--- src/rtl/id_ex_bypass_stage_pkg.sv ---
// id_ex_bypass_stage_pkg
//   Shared widths, bypass select codes and the ID/EX register layout for the
//   ID/EX pipeline stage of the five-stage core.
package id_ex_bypass_stage_pkg;

    localparam int XLEN        = 32;
    localparam int RFIDX_WIDTH = 5;
    localparam int ADDR_SIZE   = 32;
    localparam int CTRL_W      = 16;
    localparam int NUM_OPS     = 2;   // rs1, rs2

    localparam logic [1:0] FWD_RF  = 2'b00;
    localparam logic [1:0] FWD_MEM = 2'b01;
    localparam logic [1:0] FWD_WB  = 2'b10;

    // Everything captured from decode into the EX slot.
    typedef struct packed {
        logic                   valid;
        logic [ADDR_SIZE-1:0]   pc;
        logic [RFIDX_WIDTH-1:0] rs1;
        logic [RFIDX_WIDTH-1:0] rs2;
        logic                   use_rs1;
        logic                   use_rs2;
        logic [RFIDX_WIDTH-1:0] rd;
        logic [XLEN-1:0]        rd1;
        logic [XLEN-1:0]        rd2;
        logic [XLEN-1:0]        imm;
        logic                   regwrite;
        logic                   memread;
        logic [CTRL_W-1:0]      ctrl;
    } id_ex_t;

    // A later-stage write matches a source only if the source is really read,
    // is not x0, and the producer actually writes a register.
    function automatic logic reg_hit(input logic                   use_i,
                                     input logic [RFIDX_WIDTH-1:0] rs,
                                     input logic                   we,
                                     input logic [RFIDX_WIDTH-1:0] rd);
        return use_i && (rs != '0) && we && (rd == rs);
    endfunction

endpackage

--- src/rtl/id_ex_bypass_stage_if.sv ---
// id_ex_bypass_stage_if
//   Decode-to-EX bundle. slave: the ID/EX stage (takes id_*, drives ex_*).
//   master: the decode side / observer (drives id_*, takes ex_*).
interface id_ex_bypass_stage_if;
    import id_ex_bypass_stage_pkg::*;

    logic                   id_valid;
    logic [ADDR_SIZE-1:0]   id_pc;
    logic [RFIDX_WIDTH-1:0] id_rs1, id_rs2;
    logic                   id_use_rs1, id_use_rs2;
    logic [RFIDX_WIDTH-1:0] id_rd;
    logic [XLEN-1:0]        id_rd1, id_rd2;
    logic [XLEN-1:0]        id_imm;
    logic                   id_regwrite, id_memread;
    logic [CTRL_W-1:0]      id_ctrl;

    logic                   ex_valid;
    logic [ADDR_SIZE-1:0]   ex_pc;
    logic [RFIDX_WIDTH-1:0] ex_rd;
    logic [XLEN-1:0]        ex_imm;
    logic [CTRL_W-1:0]      ex_ctrl;
    logic                   ex_regwrite, ex_memread;
    logic [XLEN-1:0]        ex_src1, ex_src2;
    logic [1:0]             ex_fwd1, ex_fwd2;

    modport slave (
        input  id_valid, id_pc, id_rs1, id_rs2, id_use_rs1, id_use_rs2, id_rd,
               id_rd1, id_rd2, id_imm, id_regwrite, id_memread, id_ctrl,
        output ex_valid, ex_pc, ex_rd, ex_imm, ex_ctrl, ex_regwrite, ex_memread,
               ex_src1, ex_src2, ex_fwd1, ex_fwd2
    );

    modport master (
        output id_valid, id_pc, id_rs1, id_rs2, id_use_rs1, id_use_rs2, id_rd,
               id_rd1, id_rd2, id_imm, id_regwrite, id_memread, id_ctrl,
        input  ex_valid, ex_pc, ex_rd, ex_imm, ex_ctrl, ex_regwrite, ex_memread,
               ex_src1, ex_src2, ex_fwd1, ex_fwd2
    );

endinterface

--- src/rtl/id_ex_bypass_stage_bypass_mux.sv ---
// id_ex_bypass_stage_bypass_mux
//   One EX operand: picks EX/MEM result, MEM/WB writeback data or the captured
//   regfile value. MEM is the younger producer, so it wins a double match.
//   Ports: rs/use_rs/rf_data (captured source), mem_* / wb_* (producers),
//          sel (FWD_* code), data (operand to EX).
module id_ex_bypass_stage_bypass_mux
    import id_ex_bypass_stage_pkg::*;
(
    input  logic [RFIDX_WIDTH-1:0] rs,
    input  logic                   use_rs,
    input  logic [XLEN-1:0]        rf_data,
    input  logic                   mem_regwrite,
    input  logic [RFIDX_WIDTH-1:0] mem_rd,
    input  logic [XLEN-1:0]        mem_result,
    input  logic                   wb_regwrite,
    input  logic [RFIDX_WIDTH-1:0] wb_rd,
    input  logic [XLEN-1:0]        wb_wdata,
    output logic [1:0]             sel,
    output logic [XLEN-1:0]        data
);

    always_comb begin
        sel  = FWD_RF;
        data = rf_data;
        if (reg_hit(use_rs, rs, mem_regwrite, mem_rd)) begin
            sel  = FWD_MEM;
            data = mem_result;
        end else if (reg_hit(use_rs, rs, wb_regwrite, wb_rd)) begin
            sel  = FWD_WB;
            data = wb_wdata;
        end
    end

endmodule

--- src/rtl/id_ex_bypass_stage.sv ---
// id_ex_bypass_stage
//   ID/EX pipeline register with operand bypass and load-use bubble insertion.
//   Ports: clk, rst (sync, active high); bus (id_* in, ex_* out);
//          mem_* / wb_* forwarding sources; hold (freeze), flush (kill EX);
//          load_use_stall (combinational, holds IF/ID and PC).
//   Writes older than MEM/WB are already in the negedge-write regfile, so only
//   two producers are bypassed.
module id_ex_bypass_stage
    import id_ex_bypass_stage_pkg::*;
(
    input  logic                   clk,
    input  logic                   rst,
    id_ex_bypass_stage_if.slave    bus,
    input  logic                   mem_regwrite,
    input  logic [RFIDX_WIDTH-1:0] mem_rd,
    input  logic [XLEN-1:0]        mem_result,
    input  logic                   wb_regwrite,
    input  logic [RFIDX_WIDTH-1:0] wb_rd,
    input  logic [XLEN-1:0]        wb_wdata,
    input  logic                   hold,
    input  logic                   flush,
    output logic                   load_use_stall
);

    id_ex_t r, cap;

    always_comb begin
        cap          = '0;
        cap.valid    = bus.id_valid;
        cap.pc       = bus.id_pc;
        cap.rs1      = bus.id_rs1;
        cap.rs2      = bus.id_rs2;
        cap.use_rs1  = bus.id_use_rs1;
        cap.use_rs2  = bus.id_use_rs2;
        cap.rd       = bus.id_rd;
        cap.rd1      = bus.id_rd1;
        cap.rd2      = bus.id_rd2;
        cap.imm      = bus.id_imm;
        cap.regwrite = bus.id_regwrite & bus.id_valid;
        cap.memread  = bus.id_memread & bus.id_valid;
        cap.ctrl     = bus.id_ctrl;
    end

    // Load in EX whose result the decode instruction needs next cycle. A flush
    // kills the decode instruction, so no stall is needed then.
    always_comb begin
        load_use_stall = r.valid && r.memread && (r.rd != '0) && bus.id_valid &&
                         ((bus.id_use_rs1 && bus.id_rs1 == r.rd) ||
                          (bus.id_use_rs2 && bus.id_rs2 == r.rd)) && !flush;
    end

    // Bubble clears only the fields that have architectural side effects.
    always_ff @(posedge clk) begin
        if (rst) begin
            r <= '0;
        end else if (flush) begin
            r.valid    <= 1'b0;
            r.regwrite <= 1'b0;
            r.memread  <= 1'b0;
        end else if (!hold) begin
            if (load_use_stall) begin
                r.valid    <= 1'b0;
                r.regwrite <= 1'b0;
                r.memread  <= 1'b0;
            end else begin
                r <= cap;
            end
        end
    end

    assign bus.ex_valid    = r.valid;
    assign bus.ex_pc       = r.pc;
    assign bus.ex_rd       = r.rd;
    assign bus.ex_imm      = r.imm;
    assign bus.ex_ctrl     = r.ctrl;
    assign bus.ex_regwrite = r.regwrite & r.valid;
    assign bus.ex_memread  = r.memread & r.valid;

    // Forwarding stays live during hold: the captured rd1/rd2 were correct at
    // capture, and newer producers are picked up as MEM/WB change.
    logic [NUM_OPS-1:0][RFIDX_WIDTH-1:0] op_rs;
    logic [NUM_OPS-1:0]                  op_use;
    logic [NUM_OPS-1:0][XLEN-1:0]        op_rf, op_data;
    logic [NUM_OPS-1:0][1:0]             op_sel;

    assign op_rs  = {r.rs2, r.rs1};
    assign op_use = {r.use_rs2, r.use_rs1};
    assign op_rf  = {r.rd2, r.rd1};

    for (genvar i = 0; i < NUM_OPS; i++) begin : g_op
        id_ex_bypass_stage_bypass_mux u_mux (
            .rs           (op_rs[i]),
            .use_rs       (op_use[i]),
            .rf_data      (op_rf[i]),
            .mem_regwrite (mem_regwrite),
            .mem_rd       (mem_rd),
            .mem_result   (mem_result),
            .wb_regwrite  (wb_regwrite),
            .wb_rd        (wb_rd),
            .wb_wdata     (wb_wdata),
            .sel          (op_sel[i]),
            .data         (op_data[i])
        );
    end

    assign bus.ex_src1 = op_data[0];
    assign bus.ex_src2 = op_data[1];
    assign bus.ex_fwd1 = op_sel[0];
    assign bus.ex_fwd2 = op_sel[1];

endmodule

--- src/flat_wrapper.sv ---
// flat-port wrapper written by rule: the top's interface ports become plain ports
module id_ex_bypass_stage_flat import id_ex_bypass_stage_pkg::*;
  (clk, rst, mem_regwrite, mem_rd, mem_result, wb_regwrite, wb_rd, wb_wdata, hold, flush, load_use_stall, bus_id_valid, bus_id_pc, bus_id_rs1, bus_id_rs2, bus_id_use_rs1, bus_id_use_rs2, bus_id_rd, bus_id_rd1, bus_id_rd2, bus_id_imm, bus_id_regwrite, bus_id_memread, bus_id_ctrl, bus_ex_valid, bus_ex_pc, bus_ex_rd, bus_ex_imm, bus_ex_ctrl, bus_ex_regwrite, bus_ex_memread, bus_ex_src1, bus_ex_src2, bus_ex_fwd1, bus_ex_fwd2);
  id_ex_bypass_stage_if bus_i ();
  input  logic clk;
  input  logic rst;
  input  logic mem_regwrite;
  input  logic [RFIDX_WIDTH-1:0] mem_rd;
  input  logic [XLEN-1:0] mem_result;
  input  logic wb_regwrite;
  input  logic [RFIDX_WIDTH-1:0] wb_rd;
  input  logic [XLEN-1:0] wb_wdata;
  input  logic hold;
  input  logic flush;
  output logic load_use_stall;
  input wire logic [$bits(bus_i.id_valid)-1:0] bus_id_valid;
  input wire logic [$bits(bus_i.id_pc)-1:0] bus_id_pc;
  input wire logic [$bits(bus_i.id_rs1)-1:0] bus_id_rs1;
  input wire logic [$bits(bus_i.id_rs2)-1:0] bus_id_rs2;
  input wire logic [$bits(bus_i.id_use_rs1)-1:0] bus_id_use_rs1;
  input wire logic [$bits(bus_i.id_use_rs2)-1:0] bus_id_use_rs2;
  input wire logic [$bits(bus_i.id_rd)-1:0] bus_id_rd;
  input wire logic [$bits(bus_i.id_rd1)-1:0] bus_id_rd1;
  input wire logic [$bits(bus_i.id_rd2)-1:0] bus_id_rd2;
  input wire logic [$bits(bus_i.id_imm)-1:0] bus_id_imm;
  input wire logic [$bits(bus_i.id_regwrite)-1:0] bus_id_regwrite;
  input wire logic [$bits(bus_i.id_memread)-1:0] bus_id_memread;
  input wire logic [$bits(bus_i.id_ctrl)-1:0] bus_id_ctrl;
  output wire logic [$bits(bus_i.ex_valid)-1:0] bus_ex_valid;
  output wire logic [$bits(bus_i.ex_pc)-1:0] bus_ex_pc;
  output wire logic [$bits(bus_i.ex_rd)-1:0] bus_ex_rd;
  output wire logic [$bits(bus_i.ex_imm)-1:0] bus_ex_imm;
  output wire logic [$bits(bus_i.ex_ctrl)-1:0] bus_ex_ctrl;
  output wire logic [$bits(bus_i.ex_regwrite)-1:0] bus_ex_regwrite;
  output wire logic [$bits(bus_i.ex_memread)-1:0] bus_ex_memread;
  output wire logic [$bits(bus_i.ex_src1)-1:0] bus_ex_src1;
  output wire logic [$bits(bus_i.ex_src2)-1:0] bus_ex_src2;
  output wire logic [$bits(bus_i.ex_fwd1)-1:0] bus_ex_fwd1;
  output wire logic [$bits(bus_i.ex_fwd2)-1:0] bus_ex_fwd2;
  assign bus_i.id_valid = bus_id_valid;
  assign bus_i.id_pc = bus_id_pc;
  assign bus_i.id_rs1 = bus_id_rs1;
  assign bus_i.id_rs2 = bus_id_rs2;
  assign bus_i.id_use_rs1 = bus_id_use_rs1;
  assign bus_i.id_use_rs2 = bus_id_use_rs2;
  assign bus_i.id_rd = bus_id_rd;
  assign bus_i.id_rd1 = bus_id_rd1;
  assign bus_i.id_rd2 = bus_id_rd2;
  assign bus_i.id_imm = bus_id_imm;
  assign bus_i.id_regwrite = bus_id_regwrite;
  assign bus_i.id_memread = bus_id_memread;
  assign bus_i.id_ctrl = bus_id_ctrl;
  assign bus_ex_valid = bus_i.ex_valid;
  assign bus_ex_pc = bus_i.ex_pc;
  assign bus_ex_rd = bus_i.ex_rd;
  assign bus_ex_imm = bus_i.ex_imm;
  assign bus_ex_ctrl = bus_i.ex_ctrl;
  assign bus_ex_regwrite = bus_i.ex_regwrite;
  assign bus_ex_memread = bus_i.ex_memread;
  assign bus_ex_src1 = bus_i.ex_src1;
  assign bus_ex_src2 = bus_i.ex_src2;
  assign bus_ex_fwd1 = bus_i.ex_fwd1;
  assign bus_ex_fwd2 = bus_i.ex_fwd2;
  id_ex_bypass_stage u_core (.clk(clk), .rst(rst), .bus(bus_i), .mem_regwrite(mem_regwrite), .mem_rd(mem_rd), .mem_result(mem_result), .wb_regwrite(wb_regwrite), .wb_rd(wb_rd), .wb_wdata(wb_wdata), .hold(hold), .flush(flush), .load_use_stall(load_use_stall));
endmodule
--- config.mk ---
export PLATFORM = sky130hd
export DESIGN_NAME = id_ex_bypass_stage_flat
export DESIGN_NICKNAME = d
export VERILOG_FILES = /design/src/rtl/id_ex_bypass_stage_pkg.sv /design/src/rtl/id_ex_bypass_stage_if.sv /design/src/rtl/id_ex_bypass_stage_bypass_mux.sv /design/src/rtl/id_ex_bypass_stage.sv /design/src/flat_wrapper.sv
export SDC_FILE = /design/constraint.sdc
export NUM_CORES = 1
export LEC_CHECK = 0
export ABC_AREA = 1
export BUFFER_PORTS_ARGS = -buffer_cell sky130_fd_sc_hd__buf_2
export CAP_MARGIN = 40
export CELL_PAD_IN_SITES_DETAIL_PLACEMENT = 2
export CELL_PAD_IN_SITES_GLOBAL_PLACEMENT = 2
export CORE_ASPECT_RATIO = 1.1
export CORE_MARGIN = 1.5
export CORE_UTILIZATION = 27
export DETAILED_ROUTE_END_ITERATION = 8
export PLACE_DENSITY = 0.88
export SYNTH_ARGS = -nofsm -noshare
export SYNTH_HDL_FRONTEND = slang
export SYNTH_HIERARCHICAL = 1
export SYNTH_SLANG_ARGS = --single-unit
--- constraint.sdc ---
create_clock -name clk -period 4.2 [get_ports clk]
set_input_delay 0.21 -clock clk [delete_from_list [all_inputs] [get_ports clk]]
set_output_delay 0.21 -clock clk [all_outputs]
set_load 0.05 [all_outputs]
==> results.ini <==
[status]
status = completed

[clock_network]
clock_latency_ns = 0.46
numClockSinks = 164
cts_htree_levels = 4
clock_path_buffers = 2
ctsResizeCount = 0
clk_pin_slew_ns = 0.07
root_buffer = clkbuf_16
cts_setup_buffers = 0
hold_buffers = 0
cts_inserted_buffers = 17
cts_tree = yes

[min_path]
hold_class = in -> reg

[placed_design]
place.port_buffers = 400
post-place-ws_ns = 1.47
gp_congestion = 0.803
placedCellCount = 2519
hpwl_um = 32400
place_area_sq_um = 12600

[synth]
syn_area_sq_um = 11100
yosysTopAreaCellShare_pct = 29.6
yosysUniqueCellTypes = 25
synthTopCellsByCount = nand2_1, inv_1, nand3_1
synth_ff_type = dfxtp_1
synth_seq_cells = 164
avgSynthCellArea_sq_um = 6.20
async_flop_share_pct = 0
syn_inst = 1788
syn-num-nets = 2032
synth_area_leaders = dfxtp_1, nand2_1, nand3_1
synth_edf_count = 0
yosysMostFrequentCell = nand2_1
synth_seq_area_share_pct = 29.6
yosys_warnings = 6
yosysTopAreaCell = dfxtp_1

[sta]
fin_crit_sh_pct = 77.3
period_needed_ns = 3.25
finalSetupViolCount = 0
slew_headroom_pct = 41.9
layout_setup_ws_ns = 0.953
fin_tns_setup_ns = 0
fmax_ghz = 0.308
skew_ns = 0.00927
finalMaxSlewViolations = 0
hold_viol_final = 0
rsz0062_at_grt = false
worstMarginPinSlew_ns = 0.869

[run]
cap_violations = 0

[floorplan]
core_area_sq_um = 40400
start_util_pct = 27.5
fp-row-count = 77
die_h_um = 216
num_io_pins = 401
die_w_um = 196
die_area_sq_um = 42300

[final_layout]
fin_area_sq_um = 13300
stdcell_count = 2558
areaGrowthSynthToFinish_pct = 20.0
drive_above_1_share_pct = 26.7
fin_nets = 2269

[global_route]
grt_max_degree = 128
grt_overflow = 0
grt_pass1_wl_um = 67900
antenna_found_initial = 9
grt_usage_pct = 20.2
grt_pass1_vias = 12861

[drt]
drc = 0
num_vias = 11865
wl_per_cell_um = 16.8
drt-initial-drc-count = 326
ant_nets = 0
firstDrtPassIters = 4
finalWirelength_um = 42900
vias_per_cell = 4.64

[setup_path]
cp_data_arrival_time_ns = 3.04
end_kind = output pin
start_kind = flop
critPathRequiredTime_ns = 3.99
critPathMaxFanout = 33
critical_path_class = reg -> out

[pwr]
power_uw = 4690
p_leak_uw = 0.00768
irDropWorstVdd_uv = 308
power_density_nw_per_um2 = 353

==> power breakdown <==
group | switching (uW) | total (uW) | internal [uW]
Combinational | 804 | 1150 | 343
Sequential | 65.0 | 1720 | 1660
Clock | 711 | 1820 | 1110
==> metal layers <==
metal | vias to the layer above | global-route usage, % | routed length (um)
li1 | 5840 | - | -
met1 | 5664 | 22.4 | 17500
met2 | 298 | 37.0 | 21800
met3 | 57 | 5.42 | 2690
met4 | 6 | 7.18 | 956
met5 | - | 0 | 35
==> registers in the layout, summed over array words and instances (netlist names) <==
register / flops
u_core/bus.ex_rd: 5
u_core/op_rf: 64
u_core/bus.ex_imm: 32
u_core/bus.ex_pc: 32
u_core/op_rs: 10
u_core/op_use: 2
u_core/r: 2
u_core/bus.ex_valid: 1
u_core/bus.ex_ctrl: 16
==> logic make-up (layout without fill, tap and decap cells) <==
| family | count (synthesis) | in the layout | synth area share [%] |
|---|---|---|---|
| AND/OR/NAND/NOR | 920 | 920 | 38.2 |
| buffers and inverters | 527 | 777 | 23.9 |
| other | 0 | 7 | 0 |
| flip-flops | 164 | 164 | 29.6 |
| AO/OA/AOI/OAI | 169 | 169 | 7.67 |
| XOR/XNOR | 8 | 8 | 0.632 |
==> path summary, 6_finish.rpt <==
path | start | end | slack, ns | depth (start not counted)
setup / recovery | u_core/op_rs[4] | bus_ex_src1[8] | 0.95 | 8
hold / removal | bus_id_rd1[22] | u_core/op_rf[22] | 0.07 | 5
setup reg to reg | u_core/bus.ex_rd[0] | u_core/bus.ex_imm[14] | 1.72 | 11
hold reg to reg | u_core/bus.ex_pc[21] | u_core/bus.ex_pc[21] | 0.48 | 2
==> critical path, stage by stage, from the launching register on <==
cell     delay, ns
dfxtp_1       0.36
xor2_1        0.20
nor2_4        0.11
buf_4         0.37
nand3_2       0.71
nand2_1       0.25
nand3_1       0.16
nand2_1       0.10
buf_2         0.26
==> cell usage in the layout (no fill, tap or decap) <==
| cell type | instances |
|---|---|
| a21oi_1 | 164 |
| buf_12 | 7 |
| buf_16 | 3 |
| buf_2 | 400 |
| buf_4 | 10 |
| bufinv_16 | 5 |
| clkbuf_1 | 2 |
| clkbuf_16 | 17 |
| clkbuf_8 | 3 |
| clkinv_4 | 1 |
| clkinvlp_4 | 1 |
| dfxtp_1 | 164 |
| diode_2 | 7 |
| inv_1 | 313 |
| inv_2 | 9 |
| inv_4 | 3 |
| inv_6 | 3 |
| nand2_1 | 398 |
| nand2_2 | 19 |
| nand2_8 | 1 |
| nand3_1 | 249 |
| nand3_2 | 52 |
| nand3_4 | 2 |
| nand4_1 | 3 |
| nor2_1 | 183 |
| nor2_2 | 4 |
| nor2_4 | 5 |
| o21a_1 | 2 |
| o21ai_0 | 3 |
| or2_1 | 4 |
| xor2_1 | 8 |
==> per-stage QoR <==
stage          hold slack [ns]  util (%)
6_report                0.0671      33.0
5_1_grt                 0.0607      32.9
2_1_floorplan            0.393         -
4_1_cts                 0.0367      32.9
3_3_place_gp             0.456      31.1
3_5_place_dp             0.470      31.3
==> area by class of cell <==
class	count	area, sq um
Antenna cell	7	17.5
Clock buffer	22	474
Inverter	325	1230
Timing Repair Buffer	420	2300
Sequential cell	164	3280
Fill cell	5017	27100
Clock inverter	10	193
Multi-Input combinational cell	1097	5170
Tap cell	513	642
Note: power is estimated with default switching activity, not from simulation.
